## src/rtl/tx_frame_scheduler_pkg.sv

```systemverilog
// Shared types and constants for the TX frame scheduler: FSM state encoding,
// frame field widths and default timing parameters.
package tx_sched_pkg;

    localparam int FRAME_LEN_W        = 16;
    localparam int FRAME_TYPE_W       = 4;
    localparam int TIMEOUT_W          = 16;
    localparam int DEF_IFS_CYCLES     = 16;
    localparam int DEF_TIMEOUT_CYCLES = 65535;
    localparam int DEF_MAX_LEN        = 4095;

    typedef enum logic [2:0] {
        IDLE,
        LAUNCH,
        VLD,
        WAIT_DONE,
        GAP
    } sched_state_e;

    // Zero-length and over-long frames are both refused at arbitration time.
    function automatic logic len_ok(input logic [FRAME_LEN_W-1:0] len,
                                    input logic [FRAME_LEN_W-1:0] max_len);
        return (len != '0) && (len <= max_len);
    endfunction

endpackage

```

## src/rtl/tx_frame_scheduler_if.sv

```systemverilog
// Frame request handshake between one requester (master) and the scheduler
// (slave): valid/len/type held by the requester until the scheduler acks.
interface tx_frame_scheduler_if;
    import tx_sched_pkg::*;

    logic                    valid;
    logic [FRAME_LEN_W-1:0]  len;
    logic [FRAME_TYPE_W-1:0] ftype;
    logic                    ack;

    modport master (output valid, output len, output ftype, input ack);
    modport slave  (input valid, input len, input ftype, output ack);

endinterface

```

## src/rtl/tx_frame_scheduler_arb.sv

```systemverilog
// Two-way round-robin arbiter; the pointer only moves when both requesters
// compete, so a lone requester never disturbs the fairness order.
module sched_rr_arb2 (
    input  logic       clk,
    input  logic       rst,
    input  logic       valid0_i,
    input  logic       valid1_i,
    input  logic       update_i,
    input  logic       en_i,
    output logic [1:0] grant_o,
    output logic       ptr_o
);

    logic ptr_q, ptr_d;

    always_comb begin
        grant_o = 2'b00;
        if (en_i) begin
            if (valid0_i && valid1_i) begin
                grant_o = ptr_q ? 2'b10 : 2'b01;
            end else begin
                grant_o = {valid1_i, valid0_i};
            end
        end
    end

    always_comb begin
        ptr_d = ptr_q;
        if (update_i && en_i && valid0_i && valid1_i) begin
            ptr_d = ~ptr_q;
        end
    end

    always_ff @(posedge clk or negedge rst) begin
        if (!rst) begin
            ptr_q <= 1'b0;
        end else begin
            ptr_q <= ptr_d;
        end
    end

    assign ptr_o = ptr_q;

endmodule

```

## src/rtl/tx_frame_scheduler.sv

```systemverilog
// Arbitrates frame requests from two requesters and drives the TX chain start
// strobes, one frame in flight, with tx_done timeout and inter-frame gap.
module tx_frame_scheduler
    import tx_sched_pkg::*;
#(
    parameter int IFS_CYCLES     = DEF_IFS_CYCLES,
    parameter int TIMEOUT_CYCLES = DEF_TIMEOUT_CYCLES,
    parameter int MAX_LEN        = DEF_MAX_LEN
) (
    input  logic                    clk,
    input  logic                    rst,
    input  logic                    sched_en,
    tx_frame_scheduler_if.slave     req0,
    tx_frame_scheduler_if.slave     req1,
    input  logic                    tx_done,
    output logic                    new_frame,
    output logic                    frame_vld,
    output logic [FRAME_LEN_W-1:0]  frame_len,
    output logic [FRAME_TYPE_W-1:0] frame_type,
    output logic                    grant_id,
    output logic                    busy,
    output logic                    len_err,
    output logic                    timeout_err
);

    localparam int GAP_W      = $clog2((IFS_CYCLES > 1) ? IFS_CYCLES : 1) + 1;
    localparam int GAP_LAST_I = (IFS_CYCLES == 0) ? 0 : IFS_CYCLES - 1;
    localparam logic [GAP_W-1:0]       GAP_LAST  = GAP_W'(GAP_LAST_I);
    localparam logic [TIMEOUT_W-1:0]   TMO_LAST  = TIMEOUT_W'(TIMEOUT_CYCLES - 1);
    localparam logic [FRAME_LEN_W-1:0] MAX_LEN_V = FRAME_LEN_W'(MAX_LEN);

    sched_state_e            state_q, state_d;
    logic [TIMEOUT_W-1:0]    tmo_q, tmo_d;
    logic [GAP_W-1:0]        gap_q, gap_d;
    logic                    ack0_q, ack0_d, ack1_q, ack1_d;
    logic                    nf_q, nf_d, fv_q, fv_d;
    logic [FRAME_LEN_W-1:0]  len_q, len_d;
    logic [FRAME_TYPE_W-1:0] type_q, type_d;
    logic                    gid_q, gid_d;
    logic                    busy_q;
    logic                    lerr_q, lerr_d, terr_q, terr_d;

    logic                    arb_en, arb_decide, arb_ptr, win1;
    logic [1:0]              arb_grant;
    logic [FRAME_LEN_W-1:0]  win_len;
    logic [FRAME_TYPE_W-1:0] win_type;

    // Hold off arbitration while an ack is out: the requester only drops
    // valid after seeing it, so the same request must not be taken twice.
    assign arb_en = (state_q == IDLE) && sched_en && !ack0_q && !ack1_q;

    sched_rr_arb2 u_arb (
        .clk      (clk),
        .rst      (rst),
        .valid0_i (req0.valid),
        .valid1_i (req1.valid),
        .update_i (arb_decide),
        .en_i     (arb_en),
        .grant_o  (arb_grant),
        .ptr_o    (arb_ptr)
    );

    assign arb_decide = |arb_grant;
    assign win1       = (req0.valid && req1.valid) ? arb_ptr : req1.valid;
    assign win_len    = win1 ? req1.len : req0.len;
    assign win_type   = win1 ? req1.ftype : req0.ftype;

    always_comb begin
        state_d = state_q;
        tmo_d   = tmo_q;
        gap_d   = gap_q;
        ack0_d  = 1'b0;
        ack1_d  = 1'b0;
        nf_d    = 1'b0;
        fv_d    = 1'b0;
        len_d   = len_q;
        type_d  = type_q;
        gid_d   = gid_q;
        lerr_d  = 1'b0;
        terr_d  = 1'b0;
        case (state_q)
            IDLE: begin
                if (arb_decide) begin
                    ack0_d = !win1;
                    ack1_d = win1;
                    if (len_ok(win_len, MAX_LEN_V)) begin
                        nf_d    = 1'b1;
                        len_d   = win_len;
                        type_d  = win_type;
                        gid_d   = win1;
                        state_d = LAUNCH;
                    end else begin
                        lerr_d = 1'b1;
                    end
                end
            end
            LAUNCH: begin
                fv_d    = 1'b1;
                state_d = VLD;
            end
            VLD: begin
                tmo_d   = '0;
                state_d = WAIT_DONE;
            end
            WAIT_DONE: begin
                if (tx_done) begin
                    gap_d   = '0;
                    state_d = GAP;
                end else if (tmo_q == TMO_LAST) begin
                    terr_d  = 1'b1;
                    gap_d   = '0;
                    state_d = GAP;
                end else begin
                    tmo_d = tmo_q + TIMEOUT_W'(1);
                end
            end
            GAP: begin
                if (gap_q == GAP_LAST) begin
                    state_d = IDLE;
                end else begin
                    gap_d = gap_q + GAP_W'(1);
                end
            end
            default: state_d = IDLE;
        endcase
    end

    always_ff @(posedge clk or negedge rst) begin
        if (!rst) begin
            state_q <= IDLE;
            tmo_q   <= '0;
            gap_q   <= '0;
            ack0_q  <= 1'b0;
            ack1_q  <= 1'b0;
            nf_q    <= 1'b0;
            fv_q    <= 1'b0;
            len_q   <= '0;
            type_q  <= '0;
            gid_q   <= 1'b0;
            busy_q  <= 1'b0;
            lerr_q  <= 1'b0;
            terr_q  <= 1'b0;
        end else begin
            state_q <= state_d;
            tmo_q   <= tmo_d;
            gap_q   <= gap_d;
            ack0_q  <= ack0_d;
            ack1_q  <= ack1_d;
            nf_q    <= nf_d;
            fv_q    <= fv_d;
            len_q   <= len_d;
            type_q  <= type_d;
            gid_q   <= gid_d;
            busy_q  <= (state_d != IDLE);
            lerr_q  <= lerr_d;
            terr_q  <= terr_d;
        end
    end

    assign req0.ack    = ack0_q;
    assign req1.ack    = ack1_q;
    assign new_frame   = nf_q;
    assign frame_vld   = fv_q;
    assign frame_len   = len_q;
    assign frame_type  = type_q;
    assign grant_id    = gid_q;
    assign busy        = busy_q;
    assign len_err     = lerr_q;
    assign timeout_err = terr_q;

endmodule

```

## src/flat_wrapper.sv

```systemverilog
// flat-port wrapper written by rule: the top's interface ports become plain ports
module tx_frame_scheduler_flat import tx_sched_pkg::*;
#(
    parameter int IFS_CYCLES     = DEF_IFS_CYCLES,
    parameter int TIMEOUT_CYCLES = DEF_TIMEOUT_CYCLES,
    parameter int MAX_LEN        = DEF_MAX_LEN
)
  (clk, rst, sched_en, tx_done, new_frame, frame_vld, frame_len, frame_type, grant_id, busy, len_err, timeout_err, req0_valid, req0_len, req0_ftype, req0_ack, req1_valid, req1_len, req1_ftype, req1_ack);
  tx_frame_scheduler_if req0_i ();
  tx_frame_scheduler_if req1_i ();
  input  logic clk;
  input  logic rst;
  input  logic sched_en;
  input  logic tx_done;
  output logic new_frame;
  output logic frame_vld;
  output logic [FRAME_LEN_W-1:0] frame_len;
  output logic [FRAME_TYPE_W-1:0] frame_type;
  output logic grant_id;
  output logic busy;
  output logic len_err;
  output logic timeout_err;
  input wire logic [$bits(req0_i.valid)-1:0] req0_valid;
  input wire logic [$bits(req0_i.len)-1:0] req0_len;
  input wire logic [$bits(req0_i.ftype)-1:0] req0_ftype;
  output wire logic [$bits(req0_i.ack)-1:0] req0_ack;
  input wire logic [$bits(req1_i.valid)-1:0] req1_valid;
  input wire logic [$bits(req1_i.len)-1:0] req1_len;
  input wire logic [$bits(req1_i.ftype)-1:0] req1_ftype;
  output wire logic [$bits(req1_i.ack)-1:0] req1_ack;
  assign req0_i.valid = req0_valid;
  assign req0_i.len = req0_len;
  assign req0_i.ftype = req0_ftype;
  assign req0_ack = req0_i.ack;
  assign req1_i.valid = req1_valid;
  assign req1_i.len = req1_len;
  assign req1_i.ftype = req1_ftype;
  assign req1_ack = req1_i.ack;
  tx_frame_scheduler #(.IFS_CYCLES(IFS_CYCLES), .TIMEOUT_CYCLES(TIMEOUT_CYCLES), .MAX_LEN(MAX_LEN)) u_core (.clk(clk), .rst(rst), .sched_en(sched_en), .req0(req0_i), .req1(req1_i), .tx_done(tx_done), .new_frame(new_frame), .frame_vld(frame_vld), .frame_len(frame_len), .frame_type(frame_type), .grant_id(grant_id), .busy(busy), .len_err(len_err), .timeout_err(timeout_err));
endmodule
```

## config.mk

```make
export PLATFORM = sky130hd
export DESIGN_NAME = tx_frame_scheduler_flat
export DESIGN_NICKNAME = d
export VERILOG_FILES = /design/src/rtl/tx_frame_scheduler_pkg.sv /design/src/rtl/tx_frame_scheduler_if.sv /design/src/rtl/tx_frame_scheduler_arb.sv /design/src/rtl/tx_frame_scheduler.sv /design/src/flat_wrapper.sv
export SDC_FILE = /design/constraint.sdc
export NUM_CORES = 1
export LEC_CHECK = 0
export CAP_MARGIN = 30
export CORE_ASPECT_RATIO = 1.75
export CORE_MARGIN = 8
export CORE_UTILIZATION = 34
export DETAILED_ROUTE_END_ITERATION = 8
export PLACE_DENSITY = 0.65
export REMOVE_ABC_BUFFERS = 1
export SLEW_MARGIN = 20
export SYNTH_ARGS = -nofsm -noshare
export SYNTH_HDL_FRONTEND = slang
export SYNTH_HIERARCHICAL = 1
export SYNTH_SLANG_ARGS = --single-unit
```

## constraint.sdc

```tcl
create_clock -name clk -period 2.7 [get_ports clk]
set_clock_uncertainty 0.1 [all_clocks]
set_input_delay 0.54 -clock clk [delete_from_list [all_inputs] [get_ports clk]]
set_output_delay 0.54 -clock clk [all_outputs]
set_load 0.02 [all_outputs]
```

==> results of run 1 <==
==> registers in the layout, summed over array words and instances (netlist names), 3 cells and up <==
| name | count |
|---|---|
| u_core/frame_len | 16 |
| u_core/tmo_q | 16 |
| u_core/gap_q | 5 |
| u_core/frame_type | 4 |
| u_core/state_q | 3 |
==> metrics by stage <==
step                      total power [mW]  hold WS, ns  instances  area (µm²)
after floorplan                       1.64        0.144        225        2600
after global placement                2.08        0.376        397        3550
after detailed placement              2.10        0.376        397        3550
after CTS                             2.79        0.140        405        3710
after global routing                  2.91        0.163        405        3710
final                                 2.74        0.126        405        3710
==> kinds of logic after synthesis <==
| family | count (synthesis) | share of synthesized area (%) |
|---|---|---|
| and+or+nand+nor | 101 | 21.4 |
| AOI/OAI and AO/OA | 9 | 2.02 |
| adders and majority gates | 4 | 1.88 |
| buffers and inverters | 13 | 2.96 |
| DFF | 53 | 49.9 |
| xor gates and xnor gates | 14 | 4.61 |
| muxes | 38 | 17.2 |
==> cells in the mapped netlist (6+ instances only) <==
| master | number |
|---|---|
| xor2_1 | 9 |
| inv_1 | 6 |
| nand2_1 | 17 |
| and3_1 | 6 |
| dfrtp_1 | 53 |
| nand4_1 | 10 |
| nor4_1 | 7 |
| mux2_2 | 20 |
| nand3_1 | 9 |
| nor2_1 | 24 |
| mux2i_1 | 6 |
| mux2_4 | 10 |
==> power by group <==
| part | switching, mW | total [mW] | internal [mW] |
|---|---|---|---|
| clock | 0.271 | 0.664 | 0.393 |
| combinational | 0.456 | 0.958 | 0.501 |
| sequential | 0.144 | 1.12 | 0.979 |
==> critical path, cell delays in order <==
cell,delay (ns)
clkdlybuf4s50_1,0.41
or4_1,0.52
a31oi_1,0.15
mux2i_1,0.14
nor3_4,0.30
buf_4,0.21
mux2_1,0.32
==> area by class of cell <==
cell class / count / area [µm²] / area share (%)
well taps: 88 / 110 / 2.97
repair buffers: 84 / 833 / 22.5
flip-flops and latches: 53 / 1330 / 35.8
clock buffers: 7 / 153 / 4.12
inverters: 6 / 22.5 / 0.607
clock inverters: 1 / 5.00 / 0.135
multi-input cells: 166 / 1260 / 33.9
==> worst max path at each step <==
stage                      endpoint  slack [ns]  cells after the start
2_1_floorplan   u_core/frame_len[0]       -1.15                      5
3_3_place_gp   u_core/frame_len[11]       -0.13                      7
3_5_place_dp   u_core/frame_len[11]       -0.11                      7
4_1_cts        u_core/frame_len[11]        0.19                      7
5_1_grt        u_core/frame_len[11]        0.11                      9
6_report       u_core/frame_len[11]        0.19                      7
==> metal layers <==
| layer | track usage (%) | wire length, µm | up-vias |
|---|---|---|---|
| met5 | 0 | 0 | - |
| met4 | 5.30 | 129 | 0 |
| met2 | 22.1 | 3560 | 51 |
| li1 | - | - | 997 |
| met3 | 4.43 | 424 | 8 |
| met1 | 12.0 | 2460 | 1001 |
==> summary.txt, run 1 <==
Outcome
  • Status: complete, no violations

Die
  • Die W: 82.9 µm
  • Row cnt: 42
  • Boundary Pins: 74
  • Core area: 7570 µm²
  • Starting Density: 35.2%
  • Die ar.: 11000 µm²
  • Die span in y: 133 µm

Timing
  • Setup TNS Final: 0 ns
  • RSZ-0062 raised after global routing: false
  • Worst slew pin tran: 0.559 ns
  • Relative slew slack: 62.4%
  • PnR worst setup slack: approximately 0.19 ns
  • Fmax: 0.398 GHz
  • Final-report hold violation count: 0
  • Fin crit share: ~93%
  • Pins Over Slew Limit: 0
  • Final Setup Violations: 0
  • Minimum clock period: 2.51 ns

Synthesis
  • Yosys warns: 6
  • Synth cell types: 36
  • Most used flip-flop cell after synthesis: dfrtp_1
  • Dominant cell type by area after synthesis: dfrtp_1
  • Cells after synthesis: 232
  • Post-synthesis sequential area ratio: between 40% and 50%
  • Mapped Area: 2660 µm²
  • EDFF count, synth: 0
  • Area contributors post-synth: dfrtp_1 (50%), mux2_2 (8.5%), mux2_4 (5.6%), nor2_1 (3.4%), xor2_1 (3.0%)
  • Top cell type's share of synthesized area: 49.9%
  • Post-Syn Area per Cell: around 11 µm²
  • Post-synthesis register bit count: 53
  • Asr flop ratio synth: 100%

Clock network
  • Clock sink count: 53
  • Clock Tree Root: clkbuf_16
  • Clock transition at path regs: approximately 0.06 ns
  • Post-CTS Resized: 0
  • TritonCTS Buffers: 5
  • Setup Fix Bufs, Post-CTS: 0
  • Bufs on Longest Clock Path: 2
  • Cts-stage hold buffer count: 0
  • H-tree depth: 2
  • TritonCTS clock tree: built
  • Clock latency on the worst-skew pair: 0.29 ns

Global route
  • Remaining global-route overflow: 0
  • Overall Global Routing Usage: 12.2%
  • Initial antenna violation count: 0
  • First-pass GRT wire length: 11.3 mm
  • Vias in the first global route: 2325
  • Largest net degree at the start of global routing: 33

Detailed routing
  • DRT Pass-1 Iters: 4
  • Routed wire length per instance: 16.2 µm
  • DR iter-0 viols: 93
  • Via count of the routed design: 2057
  • DRC violations left: 0
  • Drt total wl: 6.57 mm
  • Vias/cell: around 5.1
  • DRT antenna net count: 0

Setup path
  • Crit. End Element: register
  • Setup CP Type: in2reg
  • Worst EP required: 2.78 ns
  • Setup crit start: req0_len[12]
  • Startpoint types: input port
  • Worst flop-to-flop path endpoint: u_core/frame_len[11]
  • R2r setup slk: 0.24 ns
  • CP Max Fanout: 5
  • FF-to-FF Start: u_core/state_q[1]
  • Reg2reg path depth: 9
  • Worst Path Arrival: 2.59 ns

Min path
  • Hold Crit Class: in2async

Flow run
  • Max cap viols: 0

Place
  • Hpwl dp: between 5 and 6 mm
  • Port bufs: 73
  • Post-Place Setup Slack: -0.111 ns
  • Routability cong.: 0.780

Finish
  • Filler cell count: around 730
  • Most frequent cells in the layout: clkdlybuf4s50_1 (72), dfrtp_1 (53), nor2_1 (24)
  • Post-synthesis to final-layout area growth: 39.4%
  • Leading cell type in the layout, fill and taps excluded: clkdlybuf4s50_1
  • # diodes: 0
  • Share of layout cells above drive strength 1: 18.3%
  • Post-route core utilization: about half
  • Final-stage net count: between 300 and 400

Pwr
  • Leakage: between 1.5 and 2 nW
  • PwrDens: 740 nW/µm²
  • Max VDD drop: 517 µV
(Power assumes the default switching activity.)
==> run 2: changes to the inputs <==
- CELL_PAD_IN_SITES_DETAIL_PLACEMENT: not set -> 1
- CELL_PAD_IN_SITES_GLOBAL_PLACEMENT: not set -> 1
- PLACE_DENSITY: 0.65 -> 0.79
- clock period: 2.7 -> 2.5 ns (I/O delays scaled with it)
==> summary.txt, run 2 (same netlist as run 1, synthesis figures left out) <==
Global route
  • Vias in the first global route: 2500 (was 2325)
  • Overall Global Routing Usage: 14.5% (was 12.2%)
  • First-pass GRT wire length: 13.1 mm (was 11.3 mm)
  • Largest net degree at the start of global routing: 21 (was 33)
  • Initial antenna violation count: 0 (unchanged)
  • Remaining global-route overflow: 0 (unchanged)

Timing
  • Fmax: just over 0.4 GHz
  • Minimum clock period: 2.46 ns
  • Fin crit share: between 90 and 100%
  • Final Setup Violations: 0 (unchanged)
  • PnR worst setup slack: 0.0408 ns (was 0.185 ns)
  • Worst slew pin tran: 0.663 ns (was 0.559 ns)
  • Pins Over Slew Limit: 0 (unchanged)
  • Final-report hold violation count: 0 (unchanged)
  • Relative slew slack: 55.4% (was 62.4%)
  • Hold_ws: 0.0454 ns (was 0.126 ns)

Place
  • Port bufs: 73 (unchanged)
  • Hpwl dp: 6.18 mm (was 5.09 mm)
  • Routability cong.: 0.806 (was 0.780)
  • Post-Place Setup Slack: -0.327 ns (was -0.111 ns)

Detailed routing
  • Met3 wire len: 224 µm (was 424 µm)
  • Drt total wl: 8.70 mm (was 6.57 mm)
  • Routed wire length per instance: 20.8 µm (was 16.2 µm)
  • DRT antenna net count: 0 (unchanged)
  • DRT Pass-1 Iters: 4 (unchanged)
  • WL met1: 3.04 mm (was 2.46 mm)
  • DRC violations left: 0 (unchanged)
  • Via count of the routed design: 2198 (was 2057)
  • Max layer used: met4 (unchanged)
  • Vias/cell: 5.25 (was 5.08)
  • Routed wl met2: 5.09 mm (was 3.56 mm)
  • DR iter-0 viols: 95 (was 93)

Die
  • Die span in y: 133 µm (unchanged)
  • Die ar.: 11000 µm² (unchanged)
  • Starting Density: 35.2% (unchanged)
  • Core area: 7570 µm² (unchanged)
  • Boundary Pins: 74 (unchanged)
  • Die W: 82.9 µm (unchanged)
  • Row cnt: 42 (unchanged)

Clock network
  • Clock latency on the worst-skew pair: 0.29 ns (about the same)
  • H-tree depth: 2 (unchanged)
  • TritonCTS clock tree: built (unchanged)
  • Clock Tree Root: clkbuf_16 (unchanged)
  • Clock sink count: 53 (unchanged)
  • Bufs on Longest Clock Path: 2 (unchanged)
  • Clock transition at path regs: 0.07 ns (was 0.06 ns)
  • TritonCTS Buffers: 5 (unchanged)

Finish
  • Most frequent cells in the layout: clkdlybuf4s50_1 (69), dfrtp_1 (53), nor2_1 (24) (was clkdlybuf4s50_1 (72), dfrtp_1 (53), nor2_1 (24))
  • Filler cell count: 821 (was 731)
  • # diodes: 0 (unchanged)
  • Post-route core utilization: 51.9% (was 49.0%)
  • Multi-input logic area: 1330 µm² (was 1260 µm²)
  • Post-synthesis to final-layout area growth: 47.5% (was 39.4%)
  • Sequential cell area: 1330 µm² (unchanged)
  • Share of layout cells above drive strength 1: 24.5% (was 18.3%)
  • Final-stage net count: 381 (was 366)
  • Leading cell type in the layout, fill and taps excluded: clkdlybuf4s50_1 (unchanged)

Setup path
  • Setup CP Type: in2reg (unchanged)
  • R2r setup slk: 0.12 ns (was 0.24 ns)
  • Crit. End Element: register (unchanged)
  • Worst EP required: 2.57 ns (was 2.78 ns)
  • CP Max Fanout: 7 (was 5)
  • Worst Path Arrival: 2.52 ns (was 2.59 ns)
  • Startpoint types: input port (unchanged)

Pwr
  • Combinational share of power: 37.5% (was 34.9%)
  • Sw power: 1.03 mW (was 871 µW)
  • Flop pwr share: 38.2% (was 40.9%)
  • Clock power frac: 24.3% (was 24.2%)
  • PwrDens: 804 nW/µm² (was 740 nW/µm²)
  • Switching Fraction: 32.6% (was 31.7%)
  • P_int: 2.13 mW (was 1.87 mW)
  • Leakage: 1.77 nW (was 1.66 nW)
  • Max VDD drop: 488 µV (was 517 µV)

Outcome
  • Status: complete, no violations (unchanged)

Min path
  • Hold Crit Class: in2async (unchanged)

Flow run
  • Max cap viols: 0 (unchanged)
## run 2: cell type report
class                   instances  area share [%]
clock inverters                 2           0.893
inverters                       6           0.574
repair buffers                 99            24.9
clock buffers                   5            3.19
well taps                      88            2.81
multi-input cells             166            33.8
flip-flops and latches         53            33.8
## run 2: worst max-delay path, cell delays in order
cell	delay (ns)
clkdlybuf4s50_1	0.48
nor4_2	0.52
a31oi_4	0.14
mux2i_4	0.20
nor3_4	0.09
buf_12	0.14
buf_8	0.13
or3_1	0.31
## run 2: worst paths after layout
| check | startpoint | to | cells past startpoint |
|---|---|---|---|
| max | req0_len[0] | u_core/state_q[0] | 8 |
| min | rst | u_core/frame_len[5] | 1 |
| max reg2reg | u_core/state_q[2] | u_core/frame_len[9] | 10 |
| min reg2reg | u_core/frame_len[12] | u_core/frame_len[12] | 1 |
| max in group asynchronous | rst | u_core/tmo_q[12] | 2 |
| min in group clk | u_core/frame_len[12] | u_core/frame_len[12] | 1 |
## run 2: power by group through the flow
stage	clock [mW]	sequential, mW	combinational [mW]
2_1_floorplan	0	1.35	0.417
3_3_place_gp	0	1.20	1.10
3_5_place_dp	0	1.21	1.14
4_1_cts	0.782	1.20	1.15
5_1_grt	0.805	1.23	1.27
6_report	0.767	1.20	1.18
## run 2: per-layer routing
| layer | vias to the layer above | global-route usage [%] |
|---|---|---|
| met5 | - | 0 |
| met3 | 20 | 2.46 |
| met1 | 1107 | 13.9 |
| met4 | 0 | 7.07 |
| li1 | 1023 | - |
| met2 | 48 | 28.5 |
## run 2: per-stage QoR
| stage | setup TNS [ns] | std cells | power (mW) | area [µm²] |
|---|---|---|---|---|
| 2_1_floorplan | -28.99 | 225 | 1.77 | 2600 |
| 3_3_place_gp | -4.16 | 404 | 2.30 | 3590 |
| 3_5_place_dp | -5.19 | 404 | 2.35 | 3590 |
| 4_1_cts | 0 | 411 | 3.13 | 3750 |
| 5_1_grt | -0.315 | 419 | 3.30 | 3920 |
| 6_report | 0 | 419 | 3.15 | 3920 |
## run 2: repair_timing
action                                  4_1_cts  5_1_grt
pin swaps                                     1        2
resized for setup                             0       20
endpoints found under the setup margin        5       16
hold buffers                                  0        0
buffers inserted                              0        8
==> run 3: changes to the inputs <==
- ABC_AREA: not set -> 1
- CORE_UTILIZATION: 34 -> 36
- PLACE_DENSITY: 0.79 -> 0.86
- clock period: 2.5 -> 2.4 ns (I/O delays scaled with it)
==> summary.txt, run 3 <==
Outcome
  • Status: complete, no violations (unchanged)

Die
  • Die span in y: 138 µm (was 133 µm)
  • Boundary Pins: 74 (unchanged)
  • Starting Density: 37.0% (was 35.2%)
  • Row cnt: 44 (was 42)
  • Core area: 8310 µm² (was 7570 µm²)
  • Die ar.: 11900 µm² (was 11000 µm²)
  • Die W: 85.8 µm (was 82.9 µm)

Global route
  • Initial antenna violation count: 0 (unchanged)
  • Remaining global-route overflow: 0 (unchanged)
  • First-pass GRT wire length: 15.4 mm (was 13.1 mm)
  • Vias in the first global route: 3288 (was 2500)
  • Overall Global Routing Usage: 16.1% (was 14.5%)
  • Largest net degree at the start of global routing: 30 (was 21)

Timing
  • Hold_ws: 0.0808 ns (was 0.0454 ns)
  • Pins Over Slew Limit: 0 (unchanged)
  • Minimum clock period: 2.21 ns
  • Fin crit share: 92.2%
  • Final Setup Violations: 0 (unchanged)
  • Worst slew pin tran: 0.601 ns (was 0.663 ns)
  • Fmax: 0.452 GHz
  • Final-report hold violation count: 0 (unchanged)
  • Relative slew slack: 60.0% (was 55.4%)
  • RSZ-0062 raised after global routing: false
  • PnR worst setup slack: 0.188 ns (was 0.0408 ns)

Synthesis
  • Post-synthesis sequential area ratio: 43.2% (was 49.9%)
  • Mapped Area: 3070 µm² (was 2660 µm²)
  • Most used flip-flop cell after synthesis: dfrtp_1 (unchanged)
  • Area contributors post-synth: dfrtp_1 (43%), nand2_1 (18%), inv_1 (7.0%), nand4_1 (4.5%), nand3_1 (2.9%) (was dfrtp_1 (50%), mux2_2 (8.5%), mux2_4 (5.6%), nor2_1 (3.4%), xor2_1 (3.0%))
  • Top cells by count, synth: nand2_1 (144), inv_1 (57), dfrtp_1 (53), nor2_1 (23), nand4_1 (22) (was dfrtp_1 (53), nor2_1 (24), mux2_2 (20), nand2_1 (17))
  • Yosys warns: 6 (unchanged)
  • Post-synthesis register bit count: 53 (unchanged)
  • Most common cell in the netlist: nand2_1 (was dfrtp_1)
  • Dominant cell type by area after synthesis: dfrtp_1 (unchanged)
  • Asr flop ratio synth: 100% (unchanged)
  • Post-Syn Area per Cell: 7.53 µm² (was 11.5 µm²)
  • Top cell type's share of synthesized area: 43.2% (was 49.9%)
  • EDFF count, synth: 0 (unchanged)
  • Cells after synthesis: 408 (was 232)
  • Synth cell types: 30 (was 36)

Detailed routing
  • Vias/cell: 4.91 (was 5.25)
  • Routed wire length per instance: 15.3 µm (was 20.8 µm)
  • Via count of the routed design: 2969 (was 2198)
  • Drt total wl: 9.29 mm (was 8.70 mm)
  • DRT Pass-1 Iters: 4 (unchanged)
  • DR iter-0 viols: 42 (was 95)
  • DRC violations left: 0 (unchanged)
  • DRT antenna net count: 0 (unchanged)

Setup path
  • Crit. End Element: register (unchanged)
  • Startpoint types: register (was input port)
  • CP Max Fanout: 12 (was 7)
  • Setup CP Type: reg2reg (was in2reg)
  • Worst Path Arrival: 2.30 ns (was 2.52 ns)
  • Worst EP required: 2.49 ns (was 2.57 ns)

Clock network
  • Bufs on Longest Clock Path: 2 (unchanged)
  • TritonCTS clock tree: built (unchanged)
  • Clock latency on the worst-skew pair: 0.30 ns (was 0.29 ns)
  • TritonCTS Buffers: 5 (unchanged)
  • Setup Fix Bufs, Post-CTS: 0 (unchanged)
  • Clock transition at path regs: 0.07 ns (about the same)
  • H-tree depth: 2 (unchanged)
  • Clock sink count: 53 (unchanged)
  • Cts-stage hold buffer count: 0 (unchanged)
  • Clock Tree Root: clkbuf_16 (unchanged)

Pwr
  • PwrDens: 835 nW/µm² (was 804 nW/µm²)
  • Leakage: 2.01 nW (was 1.77 nW)
  • Max VDD drop: 484 µV (was 488 µV)
  • Final Power: 3.48 mW (was 3.15 mW)

Finish
  • Final-stage net count: 539 (was 381)
  • Post-synthesis to final-layout area growth: 35.8% (was 47.5%)
  • Post-route core utilization: 50.2% (was 51.9%)
  • Share of layout cells above drive strength 1: 9.59% (was 24.5%)
  • Leading cell type in the layout, fill and taps excluded: nand2_1 (was clkdlybuf4s50_1)
  • Non-filler cells, final: 605 (was 419)
  • # diodes: 0 (unchanged)
  • Most frequent cells in the layout: nand2_1 (144), clkdlybuf4s50_1 (72), inv_1 (57) (was clkdlybuf4s50_1 (69), dfrtp_1 (53), nor2_1 (24))

Place
  • Placed insts: 595 (was 404)
  • Port bufs: 73 (unchanged)
  • Hpwl dp: 7.25 mm (was 6.18 mm)
  • Routability cong.: 0.870 (was 0.806)
  • Post-Place Setup Slack: -0.126 ns (was -0.327 ns)

Flow run
  • Max cap viols: 0 (unchanged)

Min path
  • Hold Crit Class: in2async (unchanged)
run 3: cell types whose count changed after synthesis, sizes merged, moves of 6 or more:
cell,delta
nand2,+130
inv,+54
mux2,-32
nand3b,+12
nand3,+11
nand4,+11
o21ai,+11
nor2,+8
nor4,-8
buf,+7
and3,-6
run 3: power breakdown:
part | leakage [nW] | internal [mW] | switching [mW] | total (mW)
sequential | 0.724 | 1.10 | 0.161 | 1.26
combinational | 1.20 | 0.544 | 0.820 | 1.36
clock | 0.0831 | 0.521 | 0.340 | 0.861
total | 2.01 | 2.16 | 1.32 | 3.48
run 3: logic make-up after synthesis:
kind of cell	after synthesis	synth area share [%]
buffers and inverters	72	10.6
AO/OA/AOI/OAI	22	3.91
flip-flops	53	43.2
multiplexers	1	0.326
AND/OR/NAND/NOR	246	37.5
adder cells (fa/ha/maj)	4	1.63
XOR/XNOR	10	2.85
run 3: worst paths after layout:
kind | start | to | slack [ns] | cells after the start
max | u_core/state_q[1] | u_core/frame_type[2] | 0.19 | 10
min | rst | u_core/timeout_err | 0.08 | 1
max reg2reg | u_core/state_q[1] | u_core/frame_type[2] | 0.19 | 10
min reg2reg | u_core/frame_len[1] | u_core/frame_len[1] | 0.37 | 2
max in group asynchronous | rst | u_core/frame_len[13] | 1.55 | 2
min in group clk | u_core/frame_len[1] | u_core/frame_len[1] | 0.37 | 2
run 3: timing repair:
item,CTS,global route
resized for setup,1,5
endpoints found under the setup margin,1,22
cloned,0,2
pin swaps,0,2
run 3: worst max-delay path: stages (launching register included):
cell	delay, ns
dfrtp_1	0.44
nor3_2	0.28
nand2_1	0.11
nor3_2	0.17
nand2_1	0.13
a21oi_1	0.14
nor2_1	0.10
nor2_4	0.24
nand3_4	0.22
nand2_1	0.12
nand2_1	0.05
run 3: routing by layer:
layer | part of all wire (%) | track usage [%] | wire, µm | up-vias
met2 | 58 | 30.6 | 5350 | 73
met3 | 5.5 | 5.04 | 510 | 15
met1 | 34 | 14.7 | 3180 | 1438
met4 | 2.6 | 7.25 | 241 | 0
li1 | - | - | - | 1443
met5 | 0 | 0 | 0 | -
run 3: layout make-up:
type	count	area, µm²
fillers	1024	4140
multi-input cells	285	1470
flip-flops and latches	53	1330
repair buffers	84	825
inverters	60	230
well taps	115	144
clock buffers	6	139
clock inverters	2	37.5
run 3: stage by stage:
| step | instance area [µm²] | setup TNS [ns] |
|---|---|---|
| floorplan | 2980 | 0 |
| global placement | 3940 | 0 |
| detailed placement | 3940 | -1.96 |
| CTS | 4120 | 0 |
| global route | 4170 | 0 |
| finish | 4170 | 0 |
